File: src/rtl/mem_bus_sequencer_if.sv
// rtl/mem_bus_sequencer_if.sv - core request/response and scratch-memory bus bundle for mem_bus_sequencer
interface mem_bus_sequencer_if #(
    parameter int ADDR_WIDTH = 15,
    parameter int DATA_WIDTH = 8
);
    logic                  req_valid;
    logic                  req_ready;
    logic                  req_write;
    logic [ADDR_WIDTH-1:0] req_addr;
    logic [DATA_WIDTH-1:0] req_wdata;
    logic                  rsp_valid;
    logic [DATA_WIDTH-1:0] rsp_rdata;
    logic                  memWriteReq;
    logic [ADDR_WIDTH-1:0] memReqBus;
    logic [DATA_WIDTH-1:0] mem_read_data;

    modport slave (
        input  req_valid, req_write, req_addr, req_wdata, mem_read_data,
        output req_ready, rsp_valid, rsp_rdata, memWriteReq, memReqBus
    );

    modport master (
        output req_valid, req_write, req_addr, req_wdata, mem_read_data,
        input  req_ready, rsp_valid, rsp_rdata, memWriteReq, memReqBus
    );
endinterface

File: src/rtl/mem_bus_sequencer.sv
// rtl/mem_bus_sequencer.sv - serialises core loads/stores onto the two-phase scratch-memory bus (optional skid: MEM_BUS_SKID_EN)
module mem_bus_sequencer #(
    parameter int ADDR_WIDTH = 15,
    parameter int DATA_WIDTH = 8
) (
    input  logic               clk,
    input  logic               rst_n,
    mem_bus_sequencer_if.slave bus
);
    typedef enum logic [1:0] {IDLE, WR_DATA, WR_ADDR, RD} state_t;

    state_t                state;
    logic [ADDR_WIDTH-1:0] lat_addr;

    logic                  accept;
    logic                  src_valid;
    logic                  src_write;
    logic [ADDR_WIDTH-1:0] src_addr;
    logic [DATA_WIDTH-1:0] src_wdata;

`ifdef MEM_BUS_SKID_EN
    logic                  skid_full;
    logic                  skid_write;
    logic [ADDR_WIDTH-1:0] skid_addr;
    logic [DATA_WIDTH-1:0] skid_wdata;
`endif

    // Choose the request to launch next: a parked request has priority, otherwise a live handshake taken in IDLE
    always_comb begin
        accept = bus.req_valid & bus.req_ready;
`ifdef MEM_BUS_SKID_EN
        if (skid_full) begin
            src_valid = 1'b1;
            src_write = skid_write;
            src_addr  = skid_addr;
            src_wdata = skid_wdata;
        end else begin
            src_valid = accept & (state == IDLE);
            src_write = bus.req_write;
            src_addr  = bus.req_addr;
            src_wdata = bus.req_wdata;
        end
`else
        src_valid = accept;
        src_write = bus.req_write;
        src_addr  = bus.req_addr;
        src_wdata = bus.req_wdata;
`endif
    end

    // Sequencer FSM; every bus and response output is registered here
    always_ff @(posedge clk) begin
        if (!rst_n) begin
            state           <= IDLE;
            lat_addr        <= '0;
            bus.req_ready   <= 1'b1;
            bus.rsp_valid   <= 1'b0;
            bus.rsp_rdata   <= '0;
            bus.memWriteReq <= 1'b0;
            bus.memReqBus   <= '0;
`ifdef MEM_BUS_SKID_EN
            skid_full       <= 1'b0;
            skid_write      <= 1'b0;
            skid_addr       <= '0;
            skid_wdata      <= '0;
`endif
        end else begin
            bus.rsp_valid <= 1'b0;
            // Memory read data is combinational on the address driven during RD
            if (state == RD) begin
                bus.rsp_rdata <= bus.mem_read_data;
                bus.rsp_valid <= 1'b1;
            end

            // WR_DATA always hands over to its address phase, so memWriteReq can never stay high
            if (state == WR_DATA) begin
                state           <= WR_ADDR;
                bus.memWriteReq <= 1'b0;
                bus.memReqBus   <= lat_addr;
            end else if (src_valid) begin
                lat_addr        <= src_addr;
                bus.memWriteReq <= src_write;
                bus.memReqBus   <= src_write ? ADDR_WIDTH'(src_wdata) : src_addr;
                state           <= src_write ? WR_DATA : RD;
            end else begin
                state           <= IDLE;
                bus.memWriteReq <= 1'b0;
                bus.memReqBus   <= '0;
            end

`ifdef MEM_BUS_SKID_EN
            // A request taken while the FSM is busy waits in the skid; ready simply mirrors skid emptiness
            if (accept && (state != IDLE)) begin
                skid_full     <= 1'b1;
                skid_write    <= bus.req_write;
                skid_addr     <= bus.req_addr;
                skid_wdata    <= bus.req_wdata;
                bus.req_ready <= 1'b0;
            end else if (skid_full && (state != WR_DATA)) begin
                skid_full     <= 1'b0;
                bus.req_ready <= 1'b1;
            end
`else
            bus.req_ready <= (state != WR_DATA) && !src_valid;
`endif
        end
    end
endmodule

File: src/flat_wrapper.sv
// flat-port wrapper written by rule: the top's interface ports become plain ports
module mem_bus_sequencer_flat 
#(
    parameter int ADDR_WIDTH = 15,
    parameter int DATA_WIDTH = 8
)
  (clk, rst_n, bus_req_valid, bus_req_write, bus_req_addr, bus_req_wdata, bus_mem_read_data, bus_req_ready, bus_rsp_valid, bus_rsp_rdata, bus_memWriteReq, bus_memReqBus);
  mem_bus_sequencer_if #(.ADDR_WIDTH(ADDR_WIDTH), .DATA_WIDTH(DATA_WIDTH)) bus_i ();
  input  logic clk;
  input  logic rst_n;
  input wire logic [$bits(bus_i.req_valid)-1:0] bus_req_valid;
  input wire logic [$bits(bus_i.req_write)-1:0] bus_req_write;
  input wire logic [$bits(bus_i.req_addr)-1:0] bus_req_addr;
  input wire logic [$bits(bus_i.req_wdata)-1:0] bus_req_wdata;
  input wire logic [$bits(bus_i.mem_read_data)-1:0] bus_mem_read_data;
  output wire logic [$bits(bus_i.req_ready)-1:0] bus_req_ready;
  output wire logic [$bits(bus_i.rsp_valid)-1:0] bus_rsp_valid;
  output wire logic [$bits(bus_i.rsp_rdata)-1:0] bus_rsp_rdata;
  output wire logic [$bits(bus_i.memWriteReq)-1:0] bus_memWriteReq;
  output wire logic [$bits(bus_i.memReqBus)-1:0] bus_memReqBus;
  assign bus_i.req_valid = bus_req_valid;
  assign bus_i.req_write = bus_req_write;
  assign bus_i.req_addr = bus_req_addr;
  assign bus_i.req_wdata = bus_req_wdata;
  assign bus_i.mem_read_data = bus_mem_read_data;
  assign bus_req_ready = bus_i.req_ready;
  assign bus_rsp_valid = bus_i.rsp_valid;
  assign bus_rsp_rdata = bus_i.rsp_rdata;
  assign bus_memWriteReq = bus_i.memWriteReq;
  assign bus_memReqBus = bus_i.memReqBus;
  mem_bus_sequencer #(.ADDR_WIDTH(ADDR_WIDTH), .DATA_WIDTH(DATA_WIDTH)) u_core (.clk(clk), .rst_n(rst_n), .bus(bus_i));
endmodule
File: config.mk
export PLATFORM = sky130hd
export DESIGN_NAME = mem_bus_sequencer_flat
export DESIGN_NICKNAME = d
export VERILOG_FILES = /design/src/rtl/mem_bus_sequencer_if.sv /design/src/rtl/mem_bus_sequencer.sv /design/src/flat_wrapper.sv
export SDC_FILE = /design/constraint.sdc
export NUM_CORES = 1
export LEC_CHECK = 0
export CORE_MARGIN = 2
export CORE_UTILIZATION = 47
export DETAILED_ROUTE_END_ITERATION = 7
export PLACE_DENSITY = 0.83
export SLEW_MARGIN = 20
export SYNTH_ARGS = -nofsm -noshare
export SYNTH_HDL_FRONTEND = slang
export SYNTH_SLANG_ARGS = --single-unit
File: constraint.sdc
create_clock -name clk -period 1.6 [get_ports clk]
set_input_delay 0.48 -clock clk [delete_from_list [all_inputs] [get_ports clk]]
set_output_delay 0.48 -clock clk [all_outputs]
set_load 0.01 [all_outputs]
==> results of run 1 <==
[layout by cell type, fill, tap and decap left out, drive strengths merged, types with 2 or more instances in the layout]
cell type and instances:
nand2 17, clkbuf 8, o21ai 16, a21boi 30, mux2i 8, buf 13
dfxtp 43, and2 2, clkdlybuf4s50 34, inv 2, o2bb2ai 8, nand3 31
dlygate4sd2 26
[state kept, by name (all words and copies together) (netlist names)]
| name | flops |
|---|---|
| u_core.bus.rsp_rdata | 8 |
| u_core.bus.memReqBus | 15 |
| u_core.bus.req_ready | 1 |
| u_core.lat_addr | 15 |
| u_core.state | 2 |
| u_core.bus.rsp_valid | 1 |
| u_core.bus.memWriteReq | 1 |
[metrics by stage]
| stage | total power [uW] | setup WS [ns] | util | TNS [ns] |
|---|---|---|---|---|
| final | 2050 | 0.118 | 0.708 | 0 |
| after CTS | 2070 | 0.103 | 0.708 | 0 |
| after detailed placement | 1510 | -0.0564 | 0.697 | -0.613 |
| after global placement | 1500 | -0.0415 | 0.697 | -0.510 |
| after floorplan | 1330 | 0.408 | - | 0 |
| after global routing | 2160 | 0.0349 | 0.708 | 0 |
[cell families (layout without fill, tap and decap cells)]
logic type             count (synthesis)  count (layout)
AOI/OAI and AO/OA                     55              55
buffers and inverters                 18              83
DFF                                   43              43
muxes                                  8               8
and+or+nand+nor                       55              55
[power by group through the flow]
stage / clock network, uW / registers, uW / logic [uW]
floorplan: 0 / 1170 / 156
global placement: 0 / 1160 / 340
detailed placement: 0 / 1170 / 345
CTS: 601 / 1140 / 331
global route: 663 / 1150 / 356
finish: 585 / 1140 / 328
[worst paths after layout]
| kind | startpoint | end | slack (ns) | depth (start not counted) |
|---|---|---|---|---|
| worst max-delay path | u_core.bus.req_ready | bus_req_ready | 0.12 | 1 |
| worst max register to register | u_core.state[1] | u_core.bus.memReqBus[6] | 0.35 | 4 |
| worst min register to register | u_core.lat_addr[11] | u_core.bus.memReqBus[11] | 0.46 | 2 |
| worst min-delay path | u_core.lat_addr[11] | u_core.bus.memReqBus[11] | 0.46 | 2 |
[final cells by class]
cell class,instances,area (um^2)
flip-flops and latches,43,861
clock buffers,8,68.8
fillers,296,997
repair buffers,73,678
multi-input cells,118,746
well taps,46,57.6
inverters,2,7.51
[timing repair]
item | CTS | global route
endpoints found under the setup margin | 26 | 0
gates resized for setup | 26 | 0
endpoints found under the hold margin | 0 | 0
[routing by layer]
metal	vias up	share of wire	global-route usage
met1	681	0.43	0.243
li1	755	-	-
met5	-	0	0
met4	0	0.013	0.0745
met2	36	0.50	0.311
met3	6	0.054	0.0573
==> results.json, run 1 <==
{
  "cp_cell_sequence": "dlygate4sd2_1",
  "root_buffer": "clkbuf_4",
  "rsz0062_at_grt": "no",
  "cts.path.max_buffers": 2,
  "leakagePower_uw": 0.00102,
  "cp.required_ns": 1.12,
  "clock_skew_ns": 0.00937,
  "synth-compound-area-share": 0.223,
  "ys_seq_elements": 43,
  "peakVddDrop_mv": 0.606,
  "wire_per_inst_um": 12.9,
  "drt-total-wl_um": 3750,
  "synth_seq_area_share": 0.501,
  "synth_top_cell_by_area": "dfxtp_1",
  "fin_area_um2": 2420,
  "cts_max_level": 2,
  "clkLatencyLatePin_ns": 0.35,
  "final_cell_count_no_fill": 290,
  "grt_pass1_wl_um": 6330,
  "post-route-drc-count": 0,
  "synth_fa_ha_area_frac": 0,
  "die_area_um2": 4150,
  "combPwrFrac": 0.160,
  "intPower_uw": 1560,
  "start_util": 0.503,
  "grt_max_degree": 25,
  "powerDensity_nw_per_um2": 849,
  "path_buf_inv": 1,
  "avgSynthCellArea_um2": 9.60,
  "syn2layout_area_growth_pct": 40.8,
  "max_stage_delay_ns": 0.37,
  "gr-usage-all-layers": 0.193,
  "post-synth-top-area-fraction": 0.501,
  "hold_viol_final": 0,
  "post-route-period-util": 0.926,
  "max_freq_mhz": 675,
  "outcome": "finished clean",
  "cts_buffers": 5,
  "postCtsHoldBufs": 0,
  "yosysWarnings": 0,
  "p_switching_uw": 492,
  "drt_iter0_drc": 40,
  "synth_top_family_by_area": "compound AO/OA/AOI/OAI gates",
  "p_sw_frac": 0.240,
  "finalMaxSlewViolations": 0,
  "hpwl_um": 2630,
  "syn_nets": 214,
  "synthSimpleGateAreaFrac": 0.165,
  "ys_types": 22,
  "gp_congestion": 0.726,
  "core-area_um2": 3420,
  "synth_ff_type": "dfxtp_1",
  "postRouteAntennaNets": 0,
  "critPathMaxFanout": 4,
  "setup_violations": 0,
  "grt.overflow.total": 0,
  "die_width_um": 64.5,
  "crit_arrival_ns": 1.00,
  "viasPerCell": 5.10,
  "ys_top_cells_by_count": "dfxtp_1, nand3_1, a21boi_1, nand2_1, o21ai_0",
  "critPathTopFamily": "flip-flops",
  "finalNetCount": 278,
  "cp-end-kind": "output pin",
  "p_clk_frac": 0.285,
  "place_inst": 282,
  "synth_xor_area_frac": 0,
  "vias": 1478,
  "cts.clk_slew.worst_paths_ns": 0.12,
  "yosys-top-cells-area": "dfxtp_1, a21boi_1, nand3_1",
  "worst_setup_path_start_kind": "register",
  "slew_headroom": 0.698,
  "cap_violations": 0,
  "yosysMostFrequentCell": "dfxtp_1",
  "cts_setup_buffers": 0,
  "cts.sinks": 43,
  "grt_pass1_vias": 1376,
  "ioPinCount": 61,
  "period_needed_ns": 1.48,
  "synth-async-reset-ratio": 0,
  "critical_path_class": "register to output pin",
  "dr.pass1.iters": 4,
  "antenna_found_initial": 0,
  "syn_area_um2": 1720,
  "seqPwrFrac": 0.555,
  "worst_path_max_delay_cell": "dfxtp_1",
  "synth_edf_count": 0,
  "port_buffers": 60,
  "layout-drive-gt1-share": 0.0902,
  "synthCells": 179,
  "holdWs_ns": 0.458,
  "hold_class": "register to register",
  "tightest_slew_ns": 0.453,
  "std_cell_rows": 21,
  "place_area_um2": 2380,
  "n_antenna_cell": 0,
  "muxShareOfSynthArea": 0.0466,
  "die_y_um": 64.5,
  "cts_tree": "done"
}
Power figures use the tool's default switching activity.
==> inputs of run 2 (changes only) <==
--- a/config.mk
+++ b/config.mk
@@ -5,10 +5,10 @@
 export SDC_FILE = /design/constraint.sdc
 export NUM_CORES = 1
 export LEC_CHECK = 0
-export CORE_MARGIN = 2
+export CORE_MARGIN = 4
 export CORE_UTILIZATION = 47
 export DETAILED_ROUTE_END_ITERATION = 7
-export PLACE_DENSITY = 0.83
+export PLACE_DENSITY = 0.81
 export SLEW_MARGIN = 20
 export SYNTH_ARGS = -nofsm -noshare
 export SYNTH_HDL_FRONTEND = slang
==> run 2 against run 1 <==
Against the previous run: combinational power grew 3%; sequential share of layout area shrank 0.45 points; via count increased by 0.20%; sequential power about the same; global-route usage decreased by 1.1 points; first-iteration DRC count grew 63%; count of clock-buffer cells in the layout down 2; maximum frequency is 2.2% higher; critical endpoint unchanged; largest cell class unchanged; highest routed layer unchanged.
==> results.json, run 2 (synthesis gave the netlist of run 1 again) <==
{
  "cts_buffers": 5,
  "max_stage_delay_ns": 0.39,
  "reg_top3": "u_core.bus.memReqBus x15, u_core.lat_addr x15, u_core.bus.rsp_rdata x8",
  "critPathTopFamily": "flip-flops",
  "viasPerCell": 5.07,
  "seq_area_um2": 861,
  "die_y_um": 68.5,
  "setup.reg_to_reg.worst_slack_ns": 0.43,
  "std_cell_rows": 21,
  "period_needed_ns": 1.45,
  "root_buffer": "clkbuf_8",
  "cts.sinks": 43,
  "slew_headroom": 0.703,
  "dp_slack_ns": -0.142,
  "grt_max_degree": 25,
  "tightest_slew_ns": 0.446,
  "critPathMaxFanout": 4,
  "setup_slack_ns": 0.150,
  "max_freq_mhz": 690,
  "die_width_um": 68.5,
  "crit_arrival_ns": 0.97,
  "layout-drive-gt1-share": 0.0976,
  "powerDensity_nw_per_um2": 880,
  "cp.required_ns": 1.12,
  "p_total_uw": 2150,
  "grt_pass1_wl_um": 6340,
  "multi_input_area_um2": 746,
  "clock_skew_ns": 0.00908,
  "post-route-drc-count": 0,
  "postRouteAntennaNets": 0,
  "worst_setup_path_start_kind": "register",
  "hold_class": "register to register",
  "critical_path_class": "register to output pin",
  "cts.clk_slew.worst_paths_ns": 0.08,
  "cp_cell_sequence": "dlygate4sd2_1",
  "layout_common_cells": "dfxtp_1, clkdlybuf4s50_1, nand3_1",
  "core-area_um2": 3440,
  "dr.pass1.iters": 4,
  "finalMaxSlewViolations": 0,
  "antenna_found_initial": 0,
  "outcome": "finished clean",
  "cts_max_level": 2,
  "post-route-period-util": 0.906,
  "die_area_um2": 4690,
  "gp_congestion": 0.796,
  "drt-total-wl_um": 4100,
  "grt_pass1_vias": 1401,
  "setup_violations": 0,
  "layout_commonest_cell": "dfxtp_1",
  "grt.overflow.total": 0,
  "path_buf_inv": 1,
  "cp-end-kind": "output pin",
  "hpwl_um": 2850,
  "worst_path_max_delay_cell": "dfxtp_1",
  "cts.path.max_buffers": 2,
  "peakVddDrop_mv": 0.660,
  "drt_iter0_drc": 65,
  "ioPinCount": 61,
  "post-route-util": 0.712,
  "n_antenna_cell": 0,
  "cts_tree": "done",
  "rsz0062_at_grt": "no",
  "hold_viol_final": 0,
  "vias": 1481,
  "start_util": 0.499,
  "syn2layout_area_growth_pct": 42.6,
  "leakagePower_uw": 0.00103,
  "finalNetCount": 280,
  "wire_per_inst_um": 14.0,
  "port_buffers": 60,
  "cts_setup_buffers": 0,
  "clkLatencyLatePin_ns": 0.30,
  "n_fill_cell": 289,
  "gr-usage-all-layers": 0.182,
  "cap_violations": 0
}
-- run 2: path summary, 6_finish.rpt --
check,from,end,depth (start not counted)
max,u_core.bus.req_ready,bus_req_ready,1
min,u_core.lat_addr[4],u_core.bus.memReqBus[4],1
max reg2reg,u_core.state[0],u_core.bus.memReqBus[5],5
min reg2reg,u_core.lat_addr[4],u_core.bus.memReqBus[4],1
-- run 2: repair_timing --
action                                  in CTS  in global routing
hold buffers                                 0                  0
gates resized for setup                     26                  0
hold endpoints to repair                     0                  0
endpoints found under the setup margin      26                  0
-- run 2: where the power goes --
part	switching (uW)	internal (uW)	total (uW)
clock	372	305	677
combinational	152	185	337
sequential	20.7	1120	1140
total	545	1610	2150
-- run 2: stage by stage --
stage	hold WS (ns)	area [um^2]	instances	setup TNS [ns]
5_1_grt	0.468	2450	292	0
3_3_place_gp	0.433	2400	284	-2.16
4_1_cts	0.459	2450	292	0
6_report	0.455	2450	292	0
3_5_place_dp	0.440	2400	284	-2.55
2_1_floorplan	0.426	1720	179	0
-- run 2: per-layer routing --
metal,track usage,up-vias,wire (um)
met3,0.0525,7,250
met1,0.225,675,1900
met4,0.0794,0,55
met5,0,-,0
li1,-,756,-
met2,0.293,43,1890
-- run 2: area by class of cell --
type / instances / area share
repair buffers: 75 / 0.283
inverters: 2 / 0.00306
multi-input cells: 118 / 0.304
well taps: 46 / 0.0235
clock buffers: 6 / 0.0296
flip-flops and latches: 43 / 0.351
clock inverters: 2 / 0.00511
==> inputs of run 3 (changes only) <==
--- a/config.mk
+++ b/config.mk
@@ -5,10 +5,11 @@
 export SDC_FILE = /design/constraint.sdc
 export NUM_CORES = 1
 export LEC_CHECK = 0
+export ABC_AREA = 1
 export CORE_MARGIN = 4
-export CORE_UTILIZATION = 47
+export CORE_UTILIZATION = 48
 export DETAILED_ROUTE_END_ITERATION = 7
-export PLACE_DENSITY = 0.81
+export PLACE_DENSITY = 0.82
 export SLEW_MARGIN = 20
 export SYNTH_ARGS = -nofsm -noshare
 export SYNTH_HDL_FRONTEND = slang
==> run 3 against run 2 <==
Against the previous run: power shrank 3.0%; flip-flop and latch count unchanged; synthesized area up 1.2%; register-to-register slack worse by 0.05 ns; synthesized cell count up 30%; clock power down 13%; sequential share of layout area rose by 0.47 points; first-iteration DRC count decreased by 11%; clock skew fell by 0.0064 ns; utilization down 0.40 points; critical endpoint is now bus_memReqBus[4]; largest cell class unchanged; largest power group unchanged.
==> results.json, run 3 <==
{
  "grt_pass1_wl_um": 6490,
  "layout-drive-gt1-share": 0.0748,
  "post-route-util": 0.708,
  "ys_seq_elements": 43,
  "post-route-drc-count": 0,
  "grt_pass1_vias": 1505,
  "synth_ff_type": "dfxtp_1",
  "critPathMaxFanout": 1,
  "path_buf_inv": 1,
  "postRouteAntennaNets": 0,
  "synth_top_cell_by_area": "dfxtp_1",
  "combPwrFrac": 0.168,
  "cts.clk_slew.worst_paths_ns": 0.12,
  "layout_common_cells": "nand2_1, dfxtp_1, nor2_1",
  "yosysWarnings": 0,
  "hold_depth": 2,
  "worst_setup_path_start_kind": "register",
  "powerDensity_nw_per_um2": 865,
  "gp_congestion": 0.713,
  "max_freq_mhz": 696,
  "finalMaxSlewViolations": 0,
  "cts_tree": "done",
  "std_cell_rows": 21,
  "syn2layout_area_growth_pct": 39.0,
  "p_switching_uw": 532,
  "worst_path_max_delay_cell": "dfxtp_1",
  "gr-usage-all-layers": 0.183,
  "hold_class": "register to register",
  "wire_per_inst_um": 11.3,
  "start_util": 0.509,
  "worst-path-stages": 1,
  "yosys-top-cells-area": "dfxtp_1, nand2_1, nor2_1",
  "peakVddDrop_mv": 0.638,
  "tightest_slew_ns": 0.406,
  "cts.sinks": 43,
  "ioPinCount": 61,
  "cts_max_level": 2,
  "p_clk_frac": 0.280,
  "holdWs_ns": 0.474,
  "cp-end-kind": "output pin",
  "leakagePower_uw": 0.00116,
  "grt.overflow.total": 0,
  "yosysMostFrequentCell": "nand2_1",
  "cp_cell_sequence": "dlygate4sd2_1",
  "dr.pass1.iters": 4,
  "drt-total-wl_um": 3850,
  "finalNetCount": 328,
  "critPathTopFamily": "flip-flops",
  "antenna_found_initial": 0,
  "die_width_um": 68.2,
  "die_area_um2": 4650,
  "root_buffer": "clkbuf_4",
  "cts.path.max_buffers": 2,
  "vias": 1628,
  "clkLatencyLatePin_ns": 0.34,
  "setup_violations": 0,
  "die_y_um": 68.2,
  "cts_buffers": 5,
  "slew_headroom": 0.729,
  "post-synth-top-area-fraction": 0.495,
  "viasPerCell": 4.79,
  "hold_viol_final": 0,
  "period_needed_ns": 1.44,
  "ff2ff_path_depth": 6,
  "ys_top_cells_by_count": "nand2_1, dfxtp_1, nor2_1, nand3_1",
  "syn_area_um2": 1740,
  "intPower_uw": 1560,
  "synth_edf_count": 0,
  "synth-async-reset-ratio": 0,
  "clock_skew_ns": 0.00272,
  "drt_iter0_drc": 58,
  "post-route-period-util": 0.898,
  "core-area_um2": 3420,
  "avgSynthCellArea_um2": 7.50,
  "ys_types": 19,
  "n_antenna_cell": 0,
  "cts_setup_buffers": 0,
  "synth_seq_area_share": 0.495,
  "synthCells": 232,
  "layout_commonest_cell": "nand2_1",
  "cap_violations": 0,
  "critical_path_class": "register to output pin",
  "reg_top3": "u_core.bus.memReqBus x15, u_core.lat_addr x15, u_core.bus.rsp_rdata x8",
  "cp.required_ns": 1.12,
  "max_stage_delay_ns": 0.35,
  "crit_arrival_ns": 0.96,
  "port_buffers": 60,
  "hpwl_um": 2710,
  "seqPwrFrac": 0.552,
  "grt_max_degree": 25,
  "rsz0062_at_grt": "no",
  "p_sw_frac": 0.254,
  "syn_nets": 267,
  "outcome": "finished clean"
}
==> run 3: changes by cell type after synthesis, moves of 4 or more <==
cell | before | now
o2bb2ai_1 | 8 | 0
a21boi_1 | 22 | 0
inv_1 | 2 | 17
a21boi_0 | 8 | 0
a21oi_1 | 0 | 13
nand2_1 | 17 | 48
nor2_1 | 1 | 42
mux2i_1 | 8 | 0
buf_4 | 4 | 0
inv_2 | 0 | 4
==> run 3: cells by family after synthesis <==
logic type,after synthesis,synth area share
AOI/OAI and AO/OA,31,0.0914
buffers and inverters,33,0.0942
DFF,43,0.495
and+or+nand+nor,125,0.319
==> run 3: through the flow <==
step	total power, uW	TNS, ns	setup WS (ns)	instances	instance area (um^2)
finish	2090	0	0.163	340	2420
global route	2200	0	0.0766	340	2420
CTS	2110	0	0.146	340	2420
detailed placement	1550	-0.0228	-0.0132	332	2380
global placement	1540	0	0.0210	332	2380
floorplan	1370	0	0.457	232	1740
==> run 3: timing repair <==
| item | 4_1_cts | 5_1_grt |
|---|---|---|
| hold buffers | 0 | 0 |
| resized for setup | 26 | 0 |
| endpoints found under the setup margin | 26 | 0 |
==> run 3: layout make-up <==
cell class                      count  area (um^2)
Fill cell                         301          998
Sequential cell                    43          861
Multi-Input combinational cell    156          714
Timing Repair Buffer               65          631
Inverter                           22         85.1
Clock buffer                        8         68.8
Tap cell                           46         57.6
==> run 3: metal layers <==
metal | vias to the layer above | GRT usage | wire length, um
met4 | 0 | 0.0571 | 18
li1 | 851 | - | -
met5 | - | 0 | 0
met3 | 4 | 0.0542 | 343
met1 | 710 | 0.229 | 1770
met2 | 63 | 0.303 | 1720
==> run 3: final timing paths <==
path                                start                       to  slack [ns]
setup / recovery  u_core.bus.memReqBus[4]         bus_memReqBus[4]        0.16
hold / removal        u_core.lat_addr[10]      u_core.lat_addr[10]        0.47
setup reg to reg          u_core.state[1]  u_core.bus.memReqBus[6]        0.38
hold reg to reg       u_core.lat_addr[10]      u_core.lat_addr[10]        0.47
==> run 3: power by group through the flow <==
stage	Sequential (uW)	Combinational, uW	Clock [uW]
floorplan	1190	185	0
global placement	1180	363	0
detailed placement	1180	369	0
CTS	1150	355	602
global route	1160	396	645
finish	1150	352	586
